--- config.mk ---
export PLATFORM = sky130hd
export DESIGN_NAME = useq_sequencer
export DESIGN_NICKNAME = d
export VERILOG_FILES = /design/src/rtl/useq_sequencer.sv
export SDC_FILE = /design/constraint.sdc
export NUM_CORES = 1
export LEC_CHECK = 0
export CORE_ASPECT_RATIO = 1.1
export CORE_MARGIN = 3
export CORE_UTILIZATION = 30
export CTS_BUF_LIST = sky130_fd_sc_hd__clkbuf_8
export DETAILED_ROUTE_END_ITERATION = 6
export PLACE_DENSITY = 0.54
export SLEW_MARGIN = 0
export SYNTH_ARGS = -nofsm -noshare
export SYNTH_HDL_FRONTEND = slang
export SYNTH_SLANG_ARGS = --single-unit
--- constraint.sdc ---
create_clock -name clk -period 4.25 [get_ports clk]
set_input_delay 0.425 -clock clk [delete_from_list [all_inputs] [get_ports clk]]
set_output_delay 0.425 -clock clk [all_outputs]
set_load 0.1 [all_outputs]
--- src/rtl/useq_sequencer.sv ---
// ---------------------------------------------------------------------------
// useq_sequencer -- microcode address sequencer with a 16-deep return stack.
//
// Ports:
//   clk       microcode clock, rising edge
//   rst_n     asynchronous active-low reset
//   clken     microcycle enable; nothing but clrERR acts while low
//   cromJ     [0:11] microword J field (base next address)
//   dispADDR  [0:11] dispatch address, 0 when no dispatch
//   skip      skip condition, ORed into next-address bit 11
//   cromCALL  push current microaddress
//   cromRET   pop return stack
//   pageFail  page-fail trap: jump to 3777 and push current address
//   clrERR    synchronous clear of sticky stack error flags
//   addr      [0:11] registered current microaddress
//   dispRET   [0:11] top-of-stack entry, 0 when empty
//   depth     stack occupancy 0..16
//   stkOVF    sticky overflow flag
//   stkUNF    sticky underflow flag
// Bit 0 is the MSB, bit 11 the LSB.
// ---------------------------------------------------------------------------
module useq_sequencer (
  input  logic        clk,
  input  logic        rst_n,
  input  logic        clken,
  input  logic [0:11] cromJ,
  input  logic [0:11] dispADDR,
  input  logic        skip,
  input  logic        cromCALL,
  input  logic        cromRET,
  input  logic        pageFail,
  input  logic        clrERR,
  output logic [0:11] addr,
  output logic [0:11] dispRET,
  output logic [4:0]  depth,
  output logic        stkOVF,
  output logic        stkUNF
);

  localparam logic [0:11] TrapAddr = 12'o3777;

  // Packed so an overflow shift is a single slice/concatenation:
  // stack[0] is the oldest entry.
  logic [0:15][0:11] stack;

  logic [0:11] nextAddr;
  logic [4:0]  depthM1;
  logic        full;
  logic        empty;
  logic        doPush;
  logic        doPop;
  logic        doReplace;
  logic        ovfSet;
  logic        unfSet;

  always_comb begin
    nextAddr  = '0;
    depthM1   = depth - 5'd1;
    full      = (depth == 5'd16);
    empty     = (depth == 5'd0);
    doPush    = 1'b0;
    doPop     = 1'b0;
    doReplace = 1'b0;

    if (pageFail) begin
      nextAddr = TrapAddr;
    end else begin
      nextAddr = cromJ | dispADDR | {11'b0, skip};
    end

    if (clken) begin
      if (pageFail) begin
        doPush = 1'b1;
      end else if (cromCALL && cromRET) begin
        // CALL+RET on an empty stack degenerates to a plain push.
        if (empty) doPush    = 1'b1;
        else       doReplace = 1'b1;
      end else if (cromCALL) begin
        doPush = 1'b1;
      end else if (cromRET) begin
        doPop = 1'b1;
      end
    end

    ovfSet = doPush && full;
    unfSet = doPop && empty;

    dispRET = empty ? '0 : stack[depthM1[3:0]];
  end

  always_ff @(posedge clk or negedge rst_n) begin
    if (!rst_n) begin
      addr   <= '0;
      depth  <= '0;
      stkOVF <= 1'b0;
      stkUNF <= 1'b0;
    end else begin
      if (clken) begin
        addr <= nextAddr;
        if (doPush && !full)  depth <= depth + 5'd1;
        if (doPop  && !empty) depth <= depthM1;
      end
      stkOVF <= ovfSet | (stkOVF & ~clrERR);
      stkUNF <= unfSet | (stkUNF & ~clrERR);
    end
  end

  // Stack storage needs no reset: depth gates every read.
  always_ff @(posedge clk) begin
    if (doPush) begin
      if (full) stack <= {stack[1:15], addr};
      else      stack[depth[3:0]] <= addr;
    end else if (doReplace) begin
      stack[depthM1[3:0]] <= addr;
    end
  end

endmodule

**Yosys cells after proc, flatten, opt, wreduce, memory -nomap -nowiden**

Cells that the tools add are included.

- Input bits: 32
- Register bits after elaboration: 211
- Output and inout port bits: 31
- Word-level logic and storage cells: 79

- $lt $le $gt $ge: 4
- Muxes and demuxes: 30
- Reduce and logical (&&, ||, !) cells: 13
- $add $sub $neg: 2
- Equality and inequality tests: 1
- Bitwise gates (word level): 9

Operators by type and width:

| cell | number |
|---|---|
| 2-to-1 mux 192 bit | 3 |
| bitwise mux 192 bit | 2 |
| demux 12 bit (select 4 bit) | 2 |
| 2-to-1 mux 12 bit | 6 |
| binary-select mux 12 bit (select 4 bit) | 1 |
| 2-to-1 mux 1 bit | 14 |
| OR 12 x 1 -> 12 bit | 1 |
| OR 12 bit | 1 |
| greater-or-equal comparator 5 bit (second input constant) | 2 |
| less-than comparator 5 x 1 -> 1 bit (second input constant) | 2 |
| 2-to-1 mux 5 bit | 2 |
| NOT 4 -> 5 bit | 2 |
| logical AND 1 bit | 7 |
| adder 5 x 1 -> 5 bit (second input constant) | 1 |
| equality test 5 bit (second input constant) | 1 |
| logical NOT 5 bit | 1 |
| subtractor 5 x 1 -> 5 bit (second input constant) | 1 |
| nonzero test 2 bit | 2 |
| AND 1 bit | 2 |
| logical NOT 1 bit | 2 |
| OR 1 bit | 2 |
| AND reduction 2 bit | 1 |
| NOT 1 bit | 1 |

**Depth between registers and ports, before layout**

Gate-level depths: netlist of run 1.

- Depth after elaboration: 9
- Gate-level depth with buffers: 11
- Gate-level depth less buffers: 6

**Worst setup path before layout of run 1**

OpenSTA, ideal clock, no wires.

- Path type: register to output
- From: reg depth[0]
- To: out dispRET[10] (netlist bit)
- Path buffers: 4
- Setup slack: -536 ps
- Data required time: 3,825 ps
- Cell stages (with the launch flop): 10
- Arrival: 4,361 ps
- Path through: dfrtp_1 buf_2 buf_2 inv_1 ha_1 clkbuf_1 clkbuf_1 mux4_2 mux2i_1 o22ai_1

- Cells in the longest elaborated chain, start to end: 6

RTL lines:

| what | line | RTL |
|---|---|---|
| from (decl) | 35 | `output logic [4:0] depth,` |
| from (signal assigned) | 100 | `if (doPush && !full) depth <= depth + 5'd1;` |
| from (signal assigned) | 101 | `if (doPop && !empty) depth <= depthM1;` |
| subtractor 5 x 1 -> 5 bit | 58 | `depthM1 = depth - 5'd1;` |
| via depthM1[0] | 47 | `logic [4:0] depthM1;` |
| NOT 4 -> 5 bit (implied by the code) | 88 | `dispRET = empty ? '0 : stack[depthM1[3:0]];` |
| binary-select mux 12 bit (select 4 bit) | 88 |  |
| 2-to-1 mux 12 bit (implied by the code) (2 in a row) | 88 |  |
| 2-to-1 mux 12 bit | 88 |  |
| to (decl) | 34 | `output logic [0:11] dispRET,` |

The timed path passes the listed nets, and every way through them passes these cells. The select of a mux whose other input is x is not followed.

**Worst setup path in the final report of run 1**

- From: reg depth[1]
- To: out dispRET[0] (netlist bit)

- Cells in the longest elaborated chain, start to end: 6

RTL lines:

| what | line |
|---|---|
| subtractor 5 x 1 -> 5 bit | 58 |
| NOT 4 -> 5 bit (implied by the code) | 88 |
| binary-select mux 12 bit (select 4 bit) | 88 |
| 2-to-1 mux 12 bit (implied by the code) (2 in a row) | 88 |
| 2-to-1 mux 12 bit (*) | 88 |

Mark *: on every way between the ends. The rest lies on a longest branch, timed or not. The select of a mux whose other input is x is not followed.

==> results.md, run 1 <==
* Tcrit/Tclk final at 90.4%
* WL per Instance at 24.1 um
* CTS clk-pin slew, worst paths at 0.06 ns
* Global-route wire length before repair at 53200 um
* RSZ-0062 raised after global routing: no
* WL final at 34400 um
* Commonest non-fill, non-tap cell in the layout: edfxtp_1
* Largest vdd supply drop at 0.672 mV
* Routability Congestion at 0.822
* Largest stage delay on the critical path at 0.57 ns
* Num CTS Buffers at 36
* Syn nets at 912
* Worst EP arrival at 3.42 ns
* Post-CTS Setup Inserts at 0
* IO Port Bufs at 62
* Netlist cell types at 66
* Lkg Pwr at 4.50 nW
* Skew-Pair Late Insertion Delay at 0.55 ns
* Syn Inst Count at 873
* Fin Setup TNS at 0 ns
* Most frequent CP cell: buf_12
* Final setup viols at 0
* CP max stage cell: mux4_2
* Sink Count at 211
* Met3 GRT Util at 2.67%
* Yosys reg bits at 211
* Area grow syn2layout at 18.2%
* Starting Density at 30.7%
* Final antenna-violating net count at 0
* EDFF count, synth at 192
* Post-CTS sizing at 0
* Multi-input gate area at 0.00478 mm2
* Delay-heaviest family, CP: buffers and inverters
* Worst Path Max Fanout at 43
* Max frequency at 0.260 GHz
* Max_slew headroom at 19.9%
* Crit end category: output pin
* Post-detailed-placement half-perimeter wirelength at 23600 um
* Detailed-route DRC error count at 0
* YS warnings at 0
* Min-Delay Path Class: input pin to asynchronous set/reset pin
* Vias in the first global route at 8221
* WP data required at 3.83 ns
* Core area at 0.0374 mm2
* Sequential cell area at 0.00624 mm2
* Met1 Use GR at 23.5%
* Min cycle time layout at 3.84 ns
* DR iter-0 viols at 932
* Maximum clock path buffer count at 3
* Final Max Tran Viols at 0
* Final Hold Fails at 0
* Setup Crit Path Kind: flop to output pin
* Tot GR Track Use at 16.9%
* CP startpoint kind: flop
* Vias at 8232
* Ports at 63
* Pin count of the biggest net entering global routing at 79
* Ys async rst share at 9.00%
* Filler cells at 3651
* Outcome: finished, final reports clean
* Die Wd at 192 um
* Seq/Total Area, Yosys at 54.4%
* Final net count at 948
* DRT Pass-1 Iters at 5
* CTS tree: built
* Pwr Density at 797 mW/mm2
* Die ar. at 0.0406 mm2
* H-tree levels at 2
* GR peak layer: met2
* Cell Chain, Critical Path: inv_1 > ha_2 > buf_12 > mux4_2 > nand2_1 > nand3_1 > o311a_1 > buf_12
* Initial antenna violation count at 0
* Diodes inserted at 0
* Fraction of layout cells with a size suffix above 1 at 20.9%
* Worst-Margin Slew at 1.20 ns
* Hold Buf Count CTS at 0
* Post-synth top flop: edfxtp_1
* Die Y at 211 um
* Most frequent cells in the layout: edfxtp_1 (192), a22o_1 (98), a22oi_1 (85)
* GR Overflow Total at 0
* Worst path buffer plus inverter count at 3
* Root buf cell: clkbuf_8
* Mapped cell area at 0.0115 mm2
* Syn avg cell area at 13.1 um2
* Max cap viols at 0
* Fin Hold WS at 0.241 ns
* Met2 Use GR at 27.8%
* Count of standard-cell rows at 74
* Final Skew at 0.0192 ns
* Vias per cell at 5.75
## cells in the mapped netlist (3+ instances only)
library cell	n	share of area, %
edfxtp_1	192	50
a22o_1	98	7.5
a22oi_1	85	5.6
o21ai_1	74	3.2
buf_2	48	2.1
mux4_2	48	9.4
nand2_1	43	1.4
clkbuf_1	42	1.4
o21ai_0	23	1.0
inv_1	20	0.65
dfrtp_1	19	4.1
a21oi_1	16	0.70
mux2i_1	16	1.4
a221oi_1	12	0.92
nor2_1	11	0.36
o32a_1	10	0.87
buf_1	9	0.29
ha_1	7	0.76
nand3_1	7	0.31
a211oi_2	6	0.65
nand3b_1	5	0.33
o22ai_1	5	0.27
o311a_1	5	0.44
xnor2_1	5	0.38
a32o_1	4	0.35
buf_6	4	0.39
and3_1	3	0.16
nor2b_1	3	0.16
o21a_1	3	0.20
o21ai_2	3	0.23
o31ai_1	3	0.20
o32ai_2	3	0.43
## sequential cells by signal (all words and copies together), names as in the netlist
signal  cells
stack     192
addr       12
depth       5
stkOVF      1
stkUNF      1
## worst paths after layout
kind | startpoint | to | slack [ns] | cells after the start
max | depth[1]$_DFFE_PN0P_ | dispRET[0] | 0.41 | 8
min | rst_n | stkOVF$_DFF_PN0_ | 0.24 | 2
max reg2reg | depth[1]$_DFFE_PN0P_ | stack[95]$_DFFE_PP_ | 0.83 | 7
min reg2reg | stkOVF$_DFF_PN0_ | stkOVF$_DFF_PN0_ | 0.49 | 1
max in group asynchronous | rst_n | depth[0]$_DFFE_PN0P_ | 3.74 | 2
min in group clk | stkOVF$_DFF_PN0_ | stkOVF$_DFF_PN0_ | 0.49 | 1
## power by group
group	switching, W	internal (W)
logic	0.00377	0.00218
clock network	0.000888	0.00111
registers	0.000238	0.00260
## final cells by class
cell class / count / area share (%)
sequential: 211 / 46.1
multi-input combinational: 537 / 35.2
inverter: 20 / 0.554
timing repair buffer: 103 / 7.92
clock inverter: 30 / 2.00
tap: 494 / 4.56
clock buffer: 36 / 3.66
## stage by stage
| stage | instances | cell area [um2] | utilization (%) | total power, W | setup slack, ns |
|---|---|---|---|---|---|
| after detailed placement | 1365 | 12800 | 34.2 | 0.00884 | 0.873 |
| final | 1431 | 13600 | 36.2 | 0.0108 | 0.409 |
| after CTS | 1431 | 13600 | 36.2 | 0.0109 | 0.402 |
| after global routing | 1431 | 13600 | 36.2 | 0.0112 | 0.253 |
| after global placement | 1365 | 12800 | 34.2 | 0.00883 | 0.924 |
| after floorplan | 873 | 11500 | - | 0.00682 | 0.0344 |
## logic make-up (layout without fill, tap and decap cells)
family / Yosys count / after routing / share of synthesized area [%]
AOI/OAI and AO/OA: 371 / 371 / 24.4
xor gates and xnor gates: 6 / 6 / 0.524
adders and majority gates: 7 / 7 / 0.764
buffers and inverters: 125 / 189 / 4.94
DFF: 211 / 211 / 54.4
muxes: 64 / 64 / 10.8
and+or+nand+nor: 89 / 89 / 4.11
## routing by layer
layer | share of wire (%) | up-vias
met4 | 2.1 | 0
met1 | 43 | 4218
li1 | - | 3662
met3 | 6.2 | 54
met2 | 49 | 298
met5 | 0 | -
No activity file was read; power rests on OpenSTA's default activity.
==> inputs of run 2 (changes only) <==
- CAP_MARGIN: default -> 20
==> results.md, run 2 (synthesis gave the netlist of run 1 again) <==
* Outcome: finished, final reports clean (unchanged)
* Most frequent CP cell: buf_12 (unchanged)
* CP max stage cell: mux4_2 (unchanged)
* Worst EP arrival at 3.40 ns (was 3.42 ns)
* Max_slew headroom at 27.4% (was 19.9%)
* Final Max Tran Viols at 0 (unchanged)
* Global-route wire length before repair at 53200 um (unchanged)
* CTS tree: built (unchanged)
* GR Overflow Total at 0 (unchanged)
* H-tree levels at 2 (unchanged)
* Pwr Density at 795 mW/mm2 (was 797 mW/mm2)
* Post-detailed-placement half-perimeter wirelength at 23600 um (unchanged)
* Number of flip-flops in the largest register at 192 (unchanged)
* Most frequent cells in the layout: edfxtp_1 (192), a22o_1 (98), a22oi_1 (85) (unchanged)
* CTS clk-pin slew, worst paths at 0.06 ns (about the same)
* Largest Register: stack (unchanged)
* Min-Delay Path Class: input pin to asynchronous set/reset pin (unchanged)
* Vias per cell at 5.75 (about the same)
* Sink Count at 211 (unchanged)
* Setup Crit Path Kind: flop to output pin (unchanged)
* IO Port Bufs at 62 (unchanged)
* Pin count of the biggest net entering global routing at 79 (unchanged)
* Area grow syn2layout at 18.4% (was 18.2%)
* Tot GR Track Use at 16.9% (unchanged)
* Placed cell areas at 0.0128 mm2 (unchanged)
* Final net count at 950 (was 948)
* Final setup viols at 0 (unchanged)
* CP startpoint kind: flop (unchanged)
* Met1 Use GR at 23.5% (unchanged)
* Min cycle time layout at 3.82 ns (was 3.84 ns)
* Regs by FF count: stack: 192 flops, addr: 12 flops, depth: 5 flops (unchanged)
* Final antenna-violating net count at 0 (unchanged)
* Max cap viols at 0 (unchanged)
* Worst path buffer plus inverter count at 3 (unchanged)
* Post-CTS Setup Inserts at 0 (unchanged)
* Detailed-route DRC error count at 0 (unchanged)
* WL per Instance at 24.0 um (was 24.1 um)
* Tot Pwr at 0.0108 W (about the same)
* Maximum clock path buffer count at 3 (unchanged)
* Largest vdd supply drop at 0.672 mV (about the same)
* Diodes inserted at 0 (unchanged)
* Max frequency at 0.262 GHz (was 0.260 GHz)
* Count of standard-cell rows at 74 (unchanged)
* Final worst-path setup slack at 0.429 ns (was 0.409 ns)
* Fraction of layout cells with a size suffix above 1 at 21.1% (was 20.9%)
* Die Wd at 192 um (unchanged)
* Filler cells at 3648 (was 3651)
* Core area at 0.0374 mm2 (unchanged)
* Cell area after layout at 0.0136 mm2 (about the same)
* Met3 GRT Util at 2.67% (unchanged)
* Worst slack at placement at 0.873 ns (unchanged)
* Fin Setup TNS at 0 ns (unchanged)
* DRT Pass-1 Iters at 5 (unchanged)
* Die ar. at 0.0406 mm2 (unchanged)
* Delay-heaviest family, CP: buffers and inverters (unchanged)
* Worst-Margin Slew at 1.08 ns (was 1.20 ns)
* Post-CTS sizing at 0 (unchanged)
* Crit end category: output pin (unchanged)
* Fin Hold WS at 0.251 ns (was 0.241 ns)
* Worst Path Max Fanout at 43 (unchanged)
* Final Skew at 0.0193 ns (was 0.0192 ns)
* RSZ-0062 raised after global routing: no (unchanged)
* Initial antenna violation count at 0 (unchanged)
* GR peak layer: met2 (unchanged)
* Hold Buf Count CTS at 0 (unchanged)
* Skew-Pair Late Insertion Delay at 0.54 ns (was 0.55 ns)
* Cell Chain, Critical Path: inv_1 > ha_2 > buf_12 > mux4_2 > nand2_1 > nand3_1 > o311a_1 > buf_12 (unchanged)
* DR iter-0 viols at 1016 (was 932)
* Routability Congestion at 0.822 (unchanged)
* Num CTS Buffers at 36 (unchanged)
* Vias at 8239 (was 8232)
* WP data required at 3.83 ns (about the same)
* Vias in the first global route at 8221 (unchanged)
* Commonest non-fill, non-tap cell in the layout: edfxtp_1 (unchanged)
* Lkg Pwr at 4.52 nW (was 4.50 nW)
* Final Hold Fails at 0 (unchanged)
* Largest stage delay on the critical path at 0.57 ns (about the same)
* WL final at 34400 um (about the same)
* Met2 Use GR at 27.8% (unchanged)
* Die Y at 211 um (unchanged)
* Ports at 63 (unchanged)
* Root buf cell: clkbuf_8 (unchanged)
* Starting Density at 30.7% (unchanged)
* Tcrit/Tclk final at 89.9% (was 90.4%)
-- run 2: changes by cell type in the layout (fill, tap and decap cells not counted) --
| cell | delta |
|---|---|
| clkbuf_8 | +2 |
-- run 2: metrics by stage --
step,std cells,utilization [%]
after CTS,1431,36.2
after global placement,1365,34.2
after detailed placement,1365,34.2
after global routing,1433,36.3
after floorplan,873,-
final,1433,36.3
-- run 2: area by class of cell --
class	count	area, um2	area share (%)
clock buffers	36	495	3.65
clock inverters	30	272	2.00
inverters	20	75.1	0.553
multi-input cells	537	4780	35.2
flip-flops and latches	211	6240	46.0
well taps	494	618	4.55
repair buffers	105	1100	8.11
-- run 2: path summary, 6_finish.rpt --
kind,to,cells past startpoint,from,slack [ns]
max,dispRET[0],8,depth[1]$_DFFE_PN0P_,0.43
min,stkOVF$_DFF_PN0_,2,rst_n,0.25
max reg2reg,stack[95]$_DFFE_PP_,7,depth[1]$_DFFE_PN0P_,0.83
min reg2reg,stkOVF$_DFF_PN0_,1,stkOVF$_DFF_PN0_,0.49
max in group asynchronous,depth[0]$_DFFE_PN0P_,2,rst_n,3.73
min in group clk,stkOVF$_DFF_PN0_,1,stkOVF$_DFF_PN0_,0.49
-- run 2: power by group --
group	leakage, nW	total, W	switching, W	internal (W)
registers	2.00	0.00284	0.000238	0.00260
logic	2.10	0.00596	0.00377	0.00219
clock network	0.421	0.00200	0.000885	0.00111
-- run 2: routing by layer --
metal  up-vias  part of all wire, %
met3        54                  6.4
li1       3666                    -
met2       310                   49
met1      4209                   43
met5         -                    0
met4         0                  2.1
==> inputs of run 3 (changes only) <==
- PLACE_DENSITY: 0.54 -> default
==> results.md, run 3 (synthesis gave the netlist of run 1 again) <==
* Outcome: finished, final reports clean (unchanged)
* Max cap viols at 0 (unchanged)
* Fin Setup TNS at 0 ns (unchanged)
* Pin count of the biggest net entering global routing at 73 (was 79)
* Starting Density at 30.7% (unchanged)
* Lkg Pwr at 4.53 nW (was 4.52 nW)
* Sw frac at 45.9% (was 45.3%)
* Die Wd at 192 um (unchanged)
* Power share of the clock group at 19.4% (was 18.5%)
* Count of standard-cell rows at 74 (unchanged)
* DRT Pass-1 Iters at 7 (was 5)
* Final setup viols at 0 (unchanged)
* Worst-Margin Slew at 1.05 ns (was 1.08 ns)
* WL final at 34100 um (was 34400 um)
* Final core occ at 36.2% (was 36.3%)
* Regs by FF count: stack: 192 flops, addr: 12 flops, depth: 5 flops (unchanged)
* Ports at 63 (unchanged)
* Area grow syn2layout at 18.1% (was 18.4%)
* Most frequent CP cell: buf_4 (was buf_12)
* Vias at 8520 (was 8239)
* Maximum clock path buffer count at 3 (unchanged)
* Initial antenna violation count at 0 (unchanged)
* Detailed-route DRC error count at 0 (unchanged)
* Final antenna-violating net count at 0 (unchanged)
* Post-detailed-placement half-perimeter wirelength at 23200 um (was 23600 um)
* Commonest non-fill, non-tap cell in the layout: edfxtp_1 (unchanged)
* Final Skew at 0.0200 ns (was 0.0193 ns)
* Final Max Tran Viols at 0 (unchanged)
* Number of flip-flops in the largest register at 192 (unchanged)
* Diodes inserted at 0 (unchanged)
* Largest stage delay on the critical path at 0.76 ns (was 0.57 ns)
* Min cycle time layout at 3.84 ns (was 3.82 ns)
* Largest vdd supply drop at 0.851 mV (was 0.672 mV)
* Global-route wire length before repair at 52600 um (was 53200 um)
* Cell Chain, Critical Path: inv_1 > ha_2 > buf_4 > mux4_2 > nand2_1 > o21ai_0 > o311a_1 > buf_4 (was inv_1 > ha_2 > buf_12 > mux4_2 > nand2_1 > nand3_1 > o311a_1 > buf_12)
* Largest Register: stack (unchanged)
* Final Hold Fails at 0 (unchanged)
* Int Pwr at 0.00572 W (was 0.00591 W)
* Num CTS Buffers at 38 (was 36)
* Max_slew headroom at 30.0% (was 27.4%)
* Vias per cell at 5.91 (was 5.75)
* RSZ-0062 raised after global routing: no (unchanged)
* H-tree levels at 2 (unchanged)
* Tot Pwr at 0.0106 W (was 0.0108 W)
* Fraction of layout cells with a size suffix above 1 at 21.8% (was 21.1%)
* Final net count at 956 (was 950)
* Final worst-path setup slack at 0.406 ns (was 0.429 ns)
* Min-Delay Path Class: input pin to asynchronous set/reset pin (unchanged)
* Logic pwr share at 53.6% (was 55.2%)
* Sw power at 0.00485 W (was 0.00489 W)
* Die Y at 211 um (unchanged)
* Sequential share of power at 27.0% (was 26.3%)
* Post-CTS sizing at 0 (unchanged)
* Worst slack at placement at 0.871 ns (was 0.873 ns)
* Core area at 0.0374 mm2 (unchanged)
* GR Overflow Total at 0 (unchanged)
* WP data required at 3.83 ns (about the same)
* Skew-Pair Late Insertion Delay at 0.54 ns (about the same)
* Worst EP arrival at 3.42 ns (was 3.40 ns)
* Vias in the first global route at 8460 (was 8221)
* CTS tree: built (unchanged)
* CTS clk-pin slew, worst paths at 0.06 ns (about the same)
* IO Port Bufs at 62 (unchanged)
* Crit end category: output pin (unchanged)
* Post-CTS Setup Inserts at 0 (unchanged)
* CP max stage cell: ha_2 (was mux4_2)
* Pwr Density at 780 mW/mm2 (was 795 mW/mm2)
* Tcrit/Tclk final at 90.4% (was 89.9%)
* Tot GR Track Use at 16.8% (was 16.9%)
* WL per Instance at 23.7 um (was 24.0 um)
* CP startpoint kind: flop (unchanged)
* Sink Count at 211 (unchanged)
* DR iter-0 viols at 919 (was 1016)
* Max frequency at 0.260 GHz (was 0.262 GHz)
* Worst Path Max Fanout at 18 (was 43)
* Root buf cell: clkbuf_8 (unchanged)
* Routability Congestion at 0.814 (was 0.822)
* Setup Crit Path Kind: flop to output pin (unchanged)
* Hold Buf Count CTS at 0 (unchanged)
* Die ar. at 0.0406 mm2 (unchanged)
* Most frequent cells in the layout: edfxtp_1 (192), a22o_1 (98), a22oi_1 (85) (unchanged)
==> run 3: cell types whose count changed in the layout (fill, tap and decap cells not counted), sizes merged <==
cell,delta
bufinv,-1
buf,+7
clkbuf,+5
clkdlybuf4s50,-1
clkinvlp,-2
==> run 3: power groups by stage <==
stage / sequential (W) / combinational [W] / clock [W]
floorplan: 0.00294 / 0.00387 / 0
global placement: 0.00288 / 0.00567 / 0
detailed placement: 0.00289 / 0.00568 / 0
CTS: 0.00285 / 0.00569 / 0.00209
global route: 0.00288 / 0.00596 / 0.00218
finish: 0.00285 / 0.00567 / 0.00205
==> run 3: cell type report <==
| type | instances | area [um2] |
|---|---|---|
| Inverter | 20 | 75.1 |
| Timing Repair Buffer | 109 | 1020 |
| Fill cell | 3603 | 23900 |
| Multi-Input combinational cell | 537 | 4780 |
| Clock buffer | 43 | 592 |
| Sequential cell | 211 | 6240 |
| Tap cell | 494 | 618 |
| Clock inverter | 27 | 223 |
==> run 3: through the flow <==
| stage | cells | hold slack (ns) | cell area [um2] |
|---|---|---|---|
| after floorplan | 873 | 0.129 | 11500 |
| after global placement | 1371 | 0.473 | 12700 |
| after detailed placement | 1371 | 0.479 | 12700 |
| after CTS | 1441 | 0.257 | 13500 |
| after global routing | 1441 | 0.277 | 13500 |
| final | 1441 | 0.261 | 13500 |
==> run 3: per-layer routing <==
metal | vias to the layer above | global-route usage, % | wire length [um]
li1 | 3684 | - | -
met1 | 4342 | 22.1 | 13800
met2 | 409 | 27.5 | 16800
met3 | 85 | 2.84 | 2320
met4 | 0 | 6.63 | 1200
met5 | - | 0 | 0
==> run 3: path summary, 6_finish.rpt <==
check	from	endpoint	slack, ns	depth (start not counted)
setup reg to reg	depth[1]$_DFFE_PN0P_	stack[6]$_DFFE_PP_	0.86	7
hold / removal	rst_n	stkUNF$_DFF_PN0_	0.26	2
setup / recovery	depth[1]$_DFFE_PN0P_	dispRET[9]	0.41	8
hold reg to reg	stkOVF$_DFF_PN0_	stkOVF$_DFF_PN0_	0.49	1
min in group clk	stkOVF$_DFF_PN0_	stkOVF$_DFF_PN0_	0.49	1
max in group asynchronous	rst_n	depth[0]$_DFFE_PN0P_	3.71	2
==> run 3: critical path, delay by kind of cell, from the launching register on <==
| kind | cells | cell delay (ns) |
|---|---|---|
| adder cells (fa/ha/maj) | 1 | 0.76 |
| multiplexers | 1 | 0.21 |
| buffers and inverters | 3 | 0.87 |
| AO/OA/AOI/OAI | 2 | 0.41 |
| AND/OR/NAND/NOR | 1 | 0.05 |
| flip-flops | 1 | 0.57 |
